**src/rtl/multicycle_controller_pkg.sv**
```systemverilog
// Shared types and constants for the multicycle RV32I control FSM.
// Optional feature macro: MC_HALT_EN (SYSTEM opcode parks the core in HALT).
package cpu_ctrl_pkg;

  typedef enum logic [2:0] {
    ST_FETCH     = 3'd0,
    ST_DECODE    = 3'd1,
    ST_EXECUTE   = 3'd2,
    ST_MEM       = 3'd3,
    ST_WRITEBACK = 3'd4,
    ST_ERROR     = 3'd5,
    ST_HALT      = 3'd6
  } state_t;

  localparam logic [6:0] OP_LOAD   = 7'b0000011;
  localparam logic [6:0] OP_STORE  = 7'b0100011;
  localparam logic [6:0] OP_BRANCH = 7'b1100011;
  localparam logic [6:0] OP_JAL    = 7'b1101111;
  localparam logic [6:0] OP_JALR   = 7'b1100111;
  localparam logic [6:0] OP_OP     = 7'b0110011;
  localparam logic [6:0] OP_OPIMM  = 7'b0010011;
  localparam logic [6:0] OP_LUI    = 7'b0110111;
  localparam logic [6:0] OP_AUIPC  = 7'b0010111;
  localparam logic [6:0] OP_SYSTEM = 7'b1110011;

  localparam logic [1:0] ERR_NONE     = 2'b00;
  localparam logic [1:0] ERR_FETCH_TO = 2'b01;
  localparam logic [1:0] ERR_DATA_TO  = 2'b10;
  localparam logic [1:0] ERR_ILLEGAL  = 2'b11;

  // Opcodes that complete without a data-memory access
  function automatic logic is_reg_class(input logic [6:0] op);
    return (op == OP_OP)  || (op == OP_OPIMM) || (op == OP_LUI) ||
           (op == OP_AUIPC) || (op == OP_JAL) || (op == OP_JALR) ||
           (op == OP_BRANCH);
  endfunction

endpackage

```
**src/rtl/multicycle_controller_if.sv**
```systemverilog
// Handshake/strobe bundle between the control FSM and datapath/memories.
// master = controller side, slave = datapath/memory side.
interface multicycle_controller_if;
  logic [6:0] opcode;
  logic       fetch_ready;
  logic       dmem_ready;
  logic       fetch_req;
  logic       ir_write;
  logic       dmem_req;
  logic       mem_read_en;
  logic       mem_write_en;
  logic       reg_write_en;
  logic       pc_write;

  modport master (
    input  opcode, fetch_ready, dmem_ready,
    output fetch_req, ir_write, dmem_req, mem_read_en, mem_write_en,
           reg_write_en, pc_write
  );

  modport slave (
    output opcode, fetch_ready, dmem_ready,
    input  fetch_req, ir_write, dmem_req, mem_read_en, mem_write_en,
           reg_write_en, pc_write
  );
endinterface

```
**src/rtl/multicycle_controller_wait_timer.sv**
```systemverilog
// Bus-wait watchdog shared by FETCH and MEM. expire fires in the
// WAIT_MAX-th consecutive enabled cycle; clear has priority.
module wait_timer #(
  parameter int WAIT_MAX = 16
) (
  input  logic clk,
  input  logic clear,
  input  logic enable,
  output logic expire
);
  localparam int CW = (WAIT_MAX > 1) ? $clog2(WAIT_MAX) : 1;
  localparam logic [CW-1:0] LAST = CW'(WAIT_MAX - 1);

  logic [CW-1:0] count;

  assign expire = enable && (count == LAST);

  // Count consecutive wait cycles; saturate at LAST (FSM leaves on expire)
  always_ff @(posedge clk) begin
    if (clear)                  count <= '0;
    else if (enable && !expire) count <= count + 1'b1;
  end
endmodule

```
**src/rtl/multicycle_controller.sv**
```systemverilog
// Multicycle RV32I control FSM: FETCH/DECODE/EXECUTE/MEM/WRITEBACK sequencing,
// memory handshakes, datapath strobes, retired count and trap capture.
// Optional feature macro: MC_HALT_EN (SYSTEM -> HALT instead of NOP).
module multicycle_controller
  import cpu_ctrl_pkg::*;
#(
  parameter int WAIT_MAX  = 16,
  parameter int INSTRET_W = 32
) (
  input  logic                 clk,
  input  logic                 reset,
  multicycle_controller_if.master bus,
  output logic [2:0]           state,
  output logic [INSTRET_W-1:0] instret,
  output logic                 error,
  output logic [1:0]           err_cause,
  output logic                 halted
);
  state_t st;
  logic   is_load, is_store, is_system, goes_wb, goes_halt;
  logic   wait_en, wait_clr, wait_exp;

  assign is_load   = (bus.opcode == OP_LOAD);
  assign is_store  = (bus.opcode == OP_STORE);
  assign is_system = (bus.opcode == OP_SYSTEM);

`ifdef MC_HALT_EN
  assign goes_wb   = is_reg_class(bus.opcode);
  assign goes_halt = is_system;
  assign halted    = (st == ST_HALT);
`else
  assign goes_wb   = is_reg_class(bus.opcode) || is_system;
  assign goes_halt = 1'b0;
  assign halted    = 1'b0;
`endif

  assign state = st;

  // Timer runs only while stalled on a handshake; any other cycle rearms it
  assign wait_en  = !reset && (((st == ST_FETCH) && !bus.fetch_ready) ||
                               ((st == ST_MEM)   && !bus.dmem_ready));
  assign wait_clr = !wait_en;

  wait_timer #(.WAIT_MAX(WAIT_MAX)) u_wait (
    .clk    (clk),
    .clear  (wait_clr),
    .enable (wait_en),
    .expire (wait_exp)
  );

  // State sequencing, retired-instruction count and sticky trap capture
  always_ff @(posedge clk) begin
    if (reset) begin
      st        <= ST_FETCH;
      instret   <= '0;
      error     <= 1'b0;
      err_cause <= ERR_NONE;
    end else begin
      case (st)
        ST_FETCH: begin
          if (bus.fetch_ready) st <= ST_DECODE;
          else if (wait_exp) begin
            st        <= ST_ERROR;
            error     <= 1'b1;
            err_cause <= ERR_FETCH_TO;
          end
        end
        ST_DECODE:  st <= ST_EXECUTE;
        ST_EXECUTE: begin
          if (is_load || is_store) st <= ST_MEM;
          else if (goes_wb)        st <= ST_WRITEBACK;
          else if (goes_halt)      st <= ST_HALT;
          else begin
            st        <= ST_ERROR;
            error     <= 1'b1;
            err_cause <= ERR_ILLEGAL;
          end
        end
        ST_MEM: begin
          if (bus.dmem_ready) st <= ST_WRITEBACK;
          else if (wait_exp) begin
            st        <= ST_ERROR;
            error     <= 1'b1;
            err_cause <= ERR_DATA_TO;
          end
        end
        ST_WRITEBACK: begin
          instret <= instret + 1'b1;
          st      <= ST_FETCH;
        end
        default: st <= st;  // ERROR and HALT park until reset
      endcase
    end
  end

  // Strobe decode; ir_write is Mealy on fetch_ready, all forced low in reset
  always_comb begin
    bus.fetch_req    = 1'b0;
    bus.ir_write     = 1'b0;
    bus.dmem_req     = 1'b0;
    bus.mem_read_en  = 1'b0;
    bus.mem_write_en = 1'b0;
    bus.reg_write_en = 1'b0;
    bus.pc_write     = 1'b0;
    if (!reset) begin
      case (st)
        ST_FETCH: begin
          bus.fetch_req = 1'b1;
          bus.ir_write  = bus.fetch_ready;
        end
        ST_MEM: begin
          bus.dmem_req     = 1'b1;
          bus.mem_read_en  = is_load;
          bus.mem_write_en = is_store;
        end
        ST_WRITEBACK: begin
          bus.pc_write     = 1'b1;
          bus.reg_write_en = !(is_store || (bus.opcode == OP_BRANCH) || is_system);
        end
        default: ;
      endcase
    end
  end
endmodule
```
**src/flat_wrapper.sv**
```systemverilog
// flat-port wrapper written by rule: the top's interface ports become plain ports
module multicycle_controller_flat import cpu_ctrl_pkg::*;
#(
  parameter int WAIT_MAX  = 16,
  parameter int INSTRET_W = 32
)
  (clk, reset, state, instret, error, err_cause, halted, bus_opcode, bus_fetch_ready, bus_dmem_ready, bus_fetch_req, bus_ir_write, bus_dmem_req, bus_mem_read_en, bus_mem_write_en, bus_reg_write_en, bus_pc_write);
  multicycle_controller_if bus_i ();
  input  logic clk;
  input  logic reset;
  output logic [2:0] state;
  output logic [INSTRET_W-1:0] instret;
  output logic error;
  output logic [1:0] err_cause;
  output logic halted;
  input wire logic [$bits(bus_i.opcode)-1:0] bus_opcode;
  input wire logic [$bits(bus_i.fetch_ready)-1:0] bus_fetch_ready;
  input wire logic [$bits(bus_i.dmem_ready)-1:0] bus_dmem_ready;
  output wire logic [$bits(bus_i.fetch_req)-1:0] bus_fetch_req;
  output wire logic [$bits(bus_i.ir_write)-1:0] bus_ir_write;
  output wire logic [$bits(bus_i.dmem_req)-1:0] bus_dmem_req;
  output wire logic [$bits(bus_i.mem_read_en)-1:0] bus_mem_read_en;
  output wire logic [$bits(bus_i.mem_write_en)-1:0] bus_mem_write_en;
  output wire logic [$bits(bus_i.reg_write_en)-1:0] bus_reg_write_en;
  output wire logic [$bits(bus_i.pc_write)-1:0] bus_pc_write;
  assign bus_i.opcode = bus_opcode;
  assign bus_i.fetch_ready = bus_fetch_ready;
  assign bus_i.dmem_ready = bus_dmem_ready;
  assign bus_fetch_req = bus_i.fetch_req;
  assign bus_ir_write = bus_i.ir_write;
  assign bus_dmem_req = bus_i.dmem_req;
  assign bus_mem_read_en = bus_i.mem_read_en;
  assign bus_mem_write_en = bus_i.mem_write_en;
  assign bus_reg_write_en = bus_i.reg_write_en;
  assign bus_pc_write = bus_i.pc_write;
  multicycle_controller #(.WAIT_MAX(WAIT_MAX), .INSTRET_W(INSTRET_W)) u_core (.clk(clk), .reset(reset), .bus(bus_i), .state(state), .instret(instret), .error(error), .err_cause(err_cause), .halted(halted));
endmodule
```
**config.mk**
```make
export PLATFORM = sky130hd
export DESIGN_NAME = multicycle_controller_flat
export DESIGN_NICKNAME = d
export VERILOG_FILES = /design/src/rtl/multicycle_controller_pkg.sv /design/src/rtl/multicycle_controller_if.sv /design/src/rtl/multicycle_controller_wait_timer.sv /design/src/rtl/multicycle_controller.sv /design/src/flat_wrapper.sv
export SDC_FILE = /design/constraint.sdc
export NUM_CORES = 1
export LEC_CHECK = 0
export BUFFER_PORTS_ARGS = -buffer_cell sky130_fd_sc_hd__buf_2
export CAP_MARGIN = 20
export CORE_UTILIZATION = 42
export CTS_CLUSTER_DIAMETER = 80
export DETAILED_ROUTE_END_ITERATION = 10
export GPL_TIMING_DRIVEN = 0
export PLACE_DENSITY = 0.75
export SLEW_MARGIN = 20
export SYNTH_ARGS = -nofsm -noshare
export SYNTH_HDL_FRONTEND = slang
export SYNTH_SLANG_ARGS = --single-unit
export TNS_END_PERCENT = 30
```
**constraint.sdc**
```tcl
create_clock -name clk -period 2.8 [get_ports clk]
set_input_delay 0.56 -clock clk [delete_from_list [all_inputs] [get_ports clk]]
set_output_delay 0.56 -clock clk [all_outputs]
set_load 0.02 [all_outputs]
```
==> metrics.md <==
| Metric | Value |
|---|---|
| Syn_area_per_cell | `8.23 um2` |
| CP Capture Type | `output port` |
| # DRC | `0` |
| CP endpoint | `bus_pc_write` |
| Switch Pwr | `0.378 mW` |
| Sequential power share | `50.3%` |
| Post-synth ARST share | `0%` |
| Reg2Reg Depth | `6` |
| Port Buf Inserts | `54` |
| PostCTS Resize Cnt | `0` |
| Mapped Area | `2090 um2` |
| Relative slew slack | `49.0%` |
| Antenna diode count | `0` |
| First-pass GRT wire length | `7.85 mm` |
| NumNets Final | `328` |
| Fmax | `394 MHz` |
| Maximum Capacitance Violations | `0` |
| Mapped Cells | `254` |
| Gr ovfl total | `0` |
| Yosys Warn Count | `0` |
| CP Launch Type | `input port` |
| Count of state elements after synthesis | `42` |
| Worst endpoint data arrival time | `1980 ps` |
| Slew Viols, Final | `0` |
| DP Area | `2440 um2` |
| Worst Hold Class | `flip-flop to flip-flop` |
| CTS tree | `built` |
| Vias in the first global route | `1801` |
| Post-synth EDFFs | `0` |
| Chip height | `72.5 um` |
| Period utilization | `90.6%` |
| Internal power | `0.900 mW` |
| # IOs | `57` |
| Switching Fraction | `29.6%` |
| Post-Route WL | `4.67 mm` |
| Skew-Pair Late Insertion Delay | `290 ps` |
| DR iter-0 viols | `90` |
| Post-synth cell types | `46` |
| Rows | `25` |
| Total leakage power | `1.11 nW` |
| Final setup viols | `0` |
| Clk sinks | `42` |
| Worst-margin pin slew | `755 ps` |
| Detail Route Antenna Nets | `0` |
| Top cell type's share of synthesized area | `40.2%` |
| Pre-antenna DRT Iters | `4` |
| DR WL/cell | `12.2 um` |
| Final min period | `2540 ps` |
| Core Area | `4750 um2` |
| Worst EP required | `2240 ps` |
| RSZ-0062 raised after global routing | `no` |
| Largest net degree at the start of global routing | `14` |
| Area Growth Syn to Fin | `21.5%` |
| Clock slew at reported path FFs | `80 ps` |
| Ranking of synthesized cells by area | `dfxtp_1, xor2_1, nor2_1, a21oi_1, nand3_1` |
| Vias | `1937` |
| Antenna violations before repair | `0` |
| Final instance area | `2540 um2` |
| Die width | `72.5 um` |
| RR Startpoint | `u_core.state[2]$_SDFFE_PP0P_` |
| Worst r2r dst | `u_core.instret[31]$_SDFFE_PP0N_` |
| CTS Buf Count | `5` |
| Share of layout cells above drive strength 1 | `22.8%` |
| Post-Syn Nets | `267` |
| Worst VDD drop | `0.429 mV` |
| Post-synth top cells | `dfxtp_1, nor2_1, xor2_1` |
| Final Hold Fails | `0` |
| Clock Skew | `6.29 ps` |
| Top-count cell post-synth | `dfxtp_1` |
| Total Routing Usage GR | `18.6%` |
| Status | `completed` |
| Hold_buf cts | `0` |
| Setup TNS | `0 ps` |
| Power share of the clock group | `31.8%` |
| Die Area | `5260 um2` |
| CP Class | `input port to output port` |
| HPWL Detailed | `3.42 mm` |
| Pwr dens | `503 nW/um2` |
| Longest Clk Path Bufs | `2` |
| Clock H-tree levels | `2` |
| Via-per-instance ratio | `5.06` |
| Synth Flop Type | `dfxtp_1` |
| Worst Setup SP | `reset` |
| Starting Density | `43.9%` |
| Postcts setup bufs | `0` |
| Area leader, netlist | `dfxtp_1` |
| Routability-driven placement congestion ratio | `0.877` |
| Post-synthesis sequential area ratio | `40.2%` |
| Combinational share of power | `17.9%` |
| Clk root buf | `clkbuf_8` |
| Worst reg-to-reg setup slack | `600 ps` |
| Max Fanout on Critical Path | `10` |
-- layout by cell type, fill, tap and decap left out, types with 5 or more instances in the layout --
master	netlist	routed
xor2_1	19	19
xnor2_1	5	5
or3_1	8	8
nand3_1	15	15
inv_1	8	8
dfxtp_1	42	42
clkbuf_1	9	9
nor2_1	36	36
nor3_1	7	7
a21oi_1	15	15
nand4_1	8	8
o21ai_0	11	11
buf_2	2	56
nand2_1	17	17
clkbuf_8	0	6
and3_1	9	9
-- per-layer routing --
metal | global-route usage, % | wire [um] | up-vias
met2 | 31.5 | 2210 | 50
met4 | 5.01 | 44 | 0
li1 | - | - | 1003
met5 | 0 | 0 | -
met1 | 23.4 | 2180 | 878
met3 | 4.72 | 246 | 6
-- cells by family after synthesis --
| logic type | share of synthesized area [%] |
|---|---|
| AOI/OAI and AO/OA | 10.3 |
| xor gates and xnor gates | 10.1 |
| adders and majority gates | 1.20 |
| buffers and inverters | 4.07 |
| DFF | 40.2 |
| muxes | 2.04 |
| other | 0.179 |
| and+or+nand+nor | 31.9 |
-- flip-flops by register name (all words and copies together) (netlist names) --
name	count
u_core.instret	32
u_core.u_wait.count	4
u_core.state	3
u_core.err_cause	2
u_core.error	1
-- worst max-delay path, cell delays in order --
cell	delay, ps
clkbuf_1	270
clkbuf_1	450
buf_1	400
nor2_1	120
buf_2	180
-- worst min-delay path by stage --
stage / slack (ps) / endpoint / from / depth (start not counted)
after floorplan: 500 / u_core.u_wait.count[2]$_SDFFE_PN0P_ / u_core.u_wait.count[3]$_SDFFE_PN0P_ / 2
after global placement: 430 / u_core.error$_SDFFE_PP0P_ / u_core.error$_SDFFE_PP0P_ / 2
after detailed placement: 440 / u_core.error$_SDFFE_PP0P_ / u_core.error$_SDFFE_PP0P_ / 2
after CTS: 460 / u_core.error$_SDFFE_PP0P_ / u_core.error$_SDFFE_PP0P_ / 2
after global routing: 490 / u_core.error$_SDFFE_PP0P_ / u_core.error$_SDFFE_PP0P_ / 2
final: 460 / u_core.error$_SDFFE_PP0P_ / u_core.error$_SDFFE_PP0P_ / 2
-- final cells by class --
class,instances,area [um2]
plain buffers,13,55.1
multi-input cells,191,1160
repair buffers,54,270
inverters,8,30.0
flip-flops and latches,42,841
clock inverters,2,12.5
well taps,67,83.8
clock buffers,6,82.6
fillers,464,2220
-- metrics by stage --
stage | std cells | hold slack [ps] | worst slack [ps] | utilization, % | total power [mW]
2_1_floorplan | 254 | 503 | 408 | - | 0.815
5_1_grt | 383 | 486 | 66.4 | 53.4 | 1.35
6_report | 383 | 459 | 263 | 53.4 | 1.28
4_1_cts | 383 | 461 | 217 | 53.4 | 1.29
3_3_place_gp | 375 | 434 | 228 | 51.4 | 0.880
3_5_place_dp | 375 | 442 | 221 | 51.4 | 0.884
-- power groups by stage --
stage                     Combinational [mW]  Sequential (mW)  Clock [mW]
after floorplan                        0.138            0.678           0
after global placement                 0.224            0.656           0
after detailed placement               0.228            0.656           0
after CTS                              0.229            0.642       0.416
after global routing                   0.253            0.646       0.450
final                                  0.229            0.643       0.406
No activity file was read; power rests on OpenSTA's default activity.
